### config.mk
export PLATFORM = sky130hd
export DESIGN_NAME = seq_detect_fsm
export DESIGN_NICKNAME = d
export VERILOG_FILES = /design/src/rtl/seq_detect_pkg.sv /design/src/rtl/sat_counter.sv /design/src/rtl/seq_detect_fsm.sv
export SDC_FILE = /design/constraint.sdc
export NUM_CORES = 1
export LEC_CHECK = 0
export ABC_AREA = 0
export ABC_CLOCK_PERIOD_IN_PS = 1900
export CAP_MARGIN = 10
export CORE_MARGIN = 3
export CORE_UTILIZATION = 32
export DETAILED_ROUTE_END_ITERATION = 10
export MAX_ROUTING_LAYER = met4
export SYNTH_ARGS = -nofsm -noshare
export SYNTH_HDL_FRONTEND = slang
export SYNTH_SLANG_ARGS = --single-unit
export TNS_END_PERCENT = 20
### constraint.sdc
create_clock -name clk -period 1.9 [get_ports clk]
set_input_delay 0.38 -clock clk [delete_from_list [all_inputs] [get_ports clk]]
set_output_delay 0.38 -clock clk [all_outputs]
set_load 0.005 [all_outputs]
### src/rtl/seq_detect_pkg.sv
// Shared helpers for the serial pattern detector: width math and the
// elaboration-time KMP transition / border functions.
package seq_detect_pkg;

    localparam int MAX_PAT_W = 16;

    function automatic int clog2(input int v);
        int r;
        r = 0;
        while ((1 << r) < v) r++;
        return r;
    endfunction

    // State counts 0..PAT_W matched bits, so it needs PAT_W+1 codes.
    function automatic int state_w(input int pat_w);
        return clog2(pat_w + 1);
    endfunction

    localparam int MAX_SW = state_w(MAX_PAT_W);

    // Longest proper border: prefix of length j equal to suffix of length j.
    function automatic int border_len(
        input logic [MAX_PAT_W-1:0] pat,
        input int                   w
    );
        for (int j = w - 1; j >= 1; j--) begin
            bit ok;
            ok = 1'b1;
            for (int i = 0; i < j; i++)
                if (pat[w-1-i] != pat[j-1-i]) ok = 1'b0;
            if (ok) return j;
        end
        return 0;
    endfunction

    // Next matched length after seeing bit b with k bits already matched.
    function automatic int next_state_tbl(
        input logic [MAX_PAT_W-1:0] pat,
        input int                   w,
        input int                   k,
        input logic                 b
    );
        logic [MAX_PAT_W:0] s;
        if (b == pat[w-1-k]) return k + 1;
        s = '0;
        for (int i = 0; i < k; i++) s[i] = pat[w-1-i];
        s[k] = b;
        for (int j = k; j >= 1; j--) begin
            bit ok;
            ok = 1'b1;
            for (int i = 0; i < j; i++)
                if (s[k+1-j+i] != pat[w-1-i]) ok = 1'b0;
            if (ok) return j;
        end
        return 0;
    endfunction

endpackage

### src/rtl/sat_counter.sv
// Saturating up-counter with synchronous clear; holds at all-ones.
module sat_counter #(
    parameter int W = 8
) (
    input  logic         clk,
    input  logic         reset_n,
    input  logic         clear,
    input  logic         inc,
    output logic [W-1:0] cnt
);

    always_ff @(posedge clk or negedge reset_n) begin
        if (!reset_n)
            cnt <= '0;
        else if (clear)
            cnt <= '0;
        else if (inc && (cnt != {W{1'b1}}))
            cnt <= cnt + W'(1);
    end

endmodule

### src/rtl/seq_detect_fsm.sv
// Generic serial pattern detector: KMP transition table, Mealy or Moore
// output, optional overlap, and a saturating match counter.
module seq_detect_fsm
    import seq_detect_pkg::*;
#(
    parameter int               PAT_W   = 4,
    parameter logic [PAT_W-1:0] PATTERN = 4'b1011,
    parameter bit               OVERLAP = 1'b1,
    parameter bit               MOORE   = 1'b0,
    parameter int               CNT_W   = 8,
    localparam int              SW      = state_w(PAT_W)
) (
    input  logic             clk,
    input  logic             reset_n,
    input  logic             en,
    input  logic             clear,
    input  logic             x,
    output logic             y,
    output logic [SW-1:0]    state,
    output logic [CNT_W-1:0] match_cnt
);

    if (PAT_W < 2 || PAT_W > MAX_PAT_W || CNT_W < 1) begin : g_bad_param
        $error("seq_detect_fsm: PAT_W must be 2..16 and CNT_W >= 1");
    end

    localparam logic [MAX_PAT_W-1:0] PAT = MAX_PAT_W'(PATTERN);
    localparam int BORDER = border_len(PAT, PAT_W);

    localparam logic [SW-1:0] ST_FULL    = SW'(PAT_W);
    localparam logic [SW-1:0] ST_LAST    = SW'(PAT_W - 1);
    localparam logic [SW-1:0] ST_RESTART = OVERLAP ? SW'(BORDER) : '0;

    logic [(PAT_W+1)*SW-1:0] tbl0;
    logic [(PAT_W+1)*SW-1:0] tbl1;

    // Row PAT_W (Moore post-match) behaves like the restart state.
    for (genvar k = 0; k <= PAT_W; k++) begin : g_tbl
        localparam int SRC = (k == PAT_W) ? (OVERLAP ? BORDER : 0) : k;
        localparam logic [SW-1:0] N0 =
            SW'(next_state_tbl(PAT, PAT_W, SRC, 1'b0));
        localparam logic [SW-1:0] N1 =
            SW'(next_state_tbl(PAT, PAT_W, SRC, 1'b1));
        assign tbl0[k*SW +: SW] = N0;
        assign tbl1[k*SW +: SW] = N1;
    end

    logic [SW-1:0] state_q;
    logic [SW-1:0] state_d;
    logic [SW-1:0] raw;
    logic          hit;

    always_comb begin
        raw = x ? tbl1[state_q*SW +: SW] : tbl0[state_q*SW +: SW];
        hit = en & (raw == ST_FULL);
    end

    always_ff @(posedge clk or negedge reset_n) begin
        if (!reset_n)
            state_q <= '0;
        else
            state_q <= state_d;
    end

    always_comb begin
        state_d = state_q;
        if (clear)
            state_d = '0;
        else if (en)
            state_d = (hit && !MOORE) ? ST_RESTART : raw;
    end

    always_comb begin
        y = 1'b0;
        if (MOORE)
            y = (state_q == ST_FULL);
        else
            y = en & (state_q == ST_LAST) & (x == PATTERN[0]) & ~clear;
    end

    assign state = state_q;

    sat_counter #(
        .W(CNT_W)
    ) u_cnt (
        .clk     (clk),
        .reset_n (reset_n),
        .clear   (clear),
        .inc     (hit),
        .cnt     (match_cnt)
    );

endmodule

==> qor.yml <==
status: "finished clean"
slowest_delay_ps: 500
relSlewSlack: 0.6494
power.leakage_nw: 0.4102
coreArea_um2: 2022
routed_via_density: 5.167
multiInputGateArea_um2: 415.4
cts_tree: "built"
dpl-instance-area_um2: 958.4
cts-buffers-inserted: 3
worst_slew_pin_slew_ps: 524.2
die_y_um: 52.92
rows: 16
htree_levels: 1
hold_slack_ps: 449.7
syn_area_per_cell_um2: 9.921
mostFrequentLayoutCells: "14 x clkdlybuf4s50_1, 11 x dfrtp_1, 9 x buf_4"
dieArea_um2: 2801
hold_buffers: 0
grt-ovfl-total: 0
drc_errors: 0
fin_nets: 110
fmax_ghz: 0.5701
worst-path-buf-inv: 2
path_cells: "clkdlybuf4s50_1, nand4b_1, nor3_1, dlygate4sd2_1"
critPathMaxFanout: 3
clockRootBuffer: "clkbuf_4"
crit_path_end_kind: "output pin"
clockBufferDepth: 2
post_cts_buffers: 0
syn_nets: 81
final_common_cell: "clkdlybuf4s50_1"
start_kind: "input port"
antenna_cells: 0
final_core_util: 0.4944
grt_pass1_wl_um: 2815
areaGrowthSynthToFinish_pct: 41.92
initial_core_util: 0.3484
cp.arrival_ps: 1370
rsz0062_at_grt: "false"
p_per_area_nw_per_um2: 483.1
cp_data_required_time_ps: 1520
cp_slowest_cell: "clkdlybuf4s50_1"
drtAntennaViolNets: 0
hold_path.class: "input port to async pin"
ys_ff_latch: 11
die_w_um: 52.92
drive_above_1_share: 0.1919
crit_family: "buffers and inverters"
via_count: 651
ys.warnings.count: 0
grt.total_usage: 0.1458
cts_resized: 5
first_iter_violations: 20
fin_crit_sh: 0.9231
finalMaxSlewViolations: 0
fin_crit_ps: 1754
cts.sink_count: 11
ys_seq_area_frac: 0.3908
cap_violations: 0
syn_inst: 71
design_area_um2: 999.7
syn_area_um2: 704.4
gp_congestion: 0.7758
grt_max_degree: 12
drtPass1Iterations: 4
synth_cell_types: 26
skew_ps: 0.9149
clock_latency_ps: 270
critical_path_class: "input port to output pin"
hpwl_um: 1260
ir_drop_v: 0.0003227
cts.clk_slew.worst_paths_ps: 80
seq_area_um2: 275.3
fillers: 203
hold_viol: 0
num_io_pins: 17
avgRoutedWirePerCell_um: 13.71
grt_antenna_before_repair: 0
finalSetupViolations: 0
io_buffers: 16
first_global_vias: 587
routed_wl_um: 1728
==> Yosys cell counts (all sizes together) <==
master  count  share of area
nand4b      2          0.025
nand3b      1          0.011
ha          5          0.089
buf         1          0.016
nor2        4          0.044
inv         3          0.016
nand2b      2          0.018
or3         3          0.027
nand4       1          0.018
clkbuf      1         0.0053
o31ai       3          0.032
or4         3          0.032
dfrtp      11           0.39
nand3       4          0.028
mux2i       2          0.028
nand2       4          0.021
o21ai       5          0.036
a31oi       1         0.0089
nor3        2          0.014
o211ai      2          0.041
xor2        1          0.012
a21oi       8          0.057
and4b       1          0.020
or2b        1          0.011
==> flip-flops by register name, summed over array words and instances (netlist names) <==
signal / cells
u_cnt.cnt: 8
state: 3
==> kinds of logic after synthesis <==
logic type,share of synthesized area
AND/OR/NAND/NOR,0.2682
AO/OA/AOI/OAI,0.1741
flip-flops,0.3908
buffers and inverters,0.03729
adder cells (fa/ha/maj),0.08881
multiplexers,0.02842
XOR/XNOR,0.01244
==> final timing paths <==
path / startpoint / endpoint / slack [ps] / cells after the start
max in group asynchronous: reset_n / u_cnt.cnt[7] / 1100 / 1
min reg2reg: u_cnt.cnt[1] / u_cnt.cnt[1] / 590 / 2
max reg2reg: state[0] / u_cnt.cnt[5] / 190 / 6
min in group clk: u_cnt.cnt[1] / u_cnt.cnt[1] / 590 / 2
max: en / y / 150 / 4
min: reset_n / u_cnt.cnt[2] / 450 / 1
==> layer usage <==
layer | wire (µm) | GRT usage
met1 | 854 | 0.1993
met3 | 92 | 0.05915
met2 | 771 | 0.1983
met5 | 0 | -
met4 | 10 | 0.03830
==> stage by stage <==
step,power [mW],worst slack [ps],std cells,TNS [ps]
4_1_cts,0.4880,148.4,126,0
3_5_place_dp,0.3188,-406.5,122,-2791
3_3_place_gp,0.3182,-343.4,122,-2244
6_report,0.4830,146.0,126,0
5_1_grt,0.5070,91.75,126,0
2_1_floorplan,0.2753,162.4,71,0
==> cell type report <==
class                      instances  area share
multi-input combinational         55      0.4155
clock buffer                       3     0.02253
inverter                           3     0.01126
timing repair buffer              26      0.2365
clock inverter                     1    0.005006
tap                               27     0.03379
sequential                        11      0.2753
==> power by group <==
part           internal (mW)  leakage (nW)  total, mW  switching (mW)
Combinational         0.0417         0.240     0.0806          0.0390
Clock                 0.0780        0.0177      0.164          0.0861
Sequential             0.236         0.153      0.238         0.00197
Total                  0.356         0.410      0.483           0.127
Power figures use the tool's default switching activity.
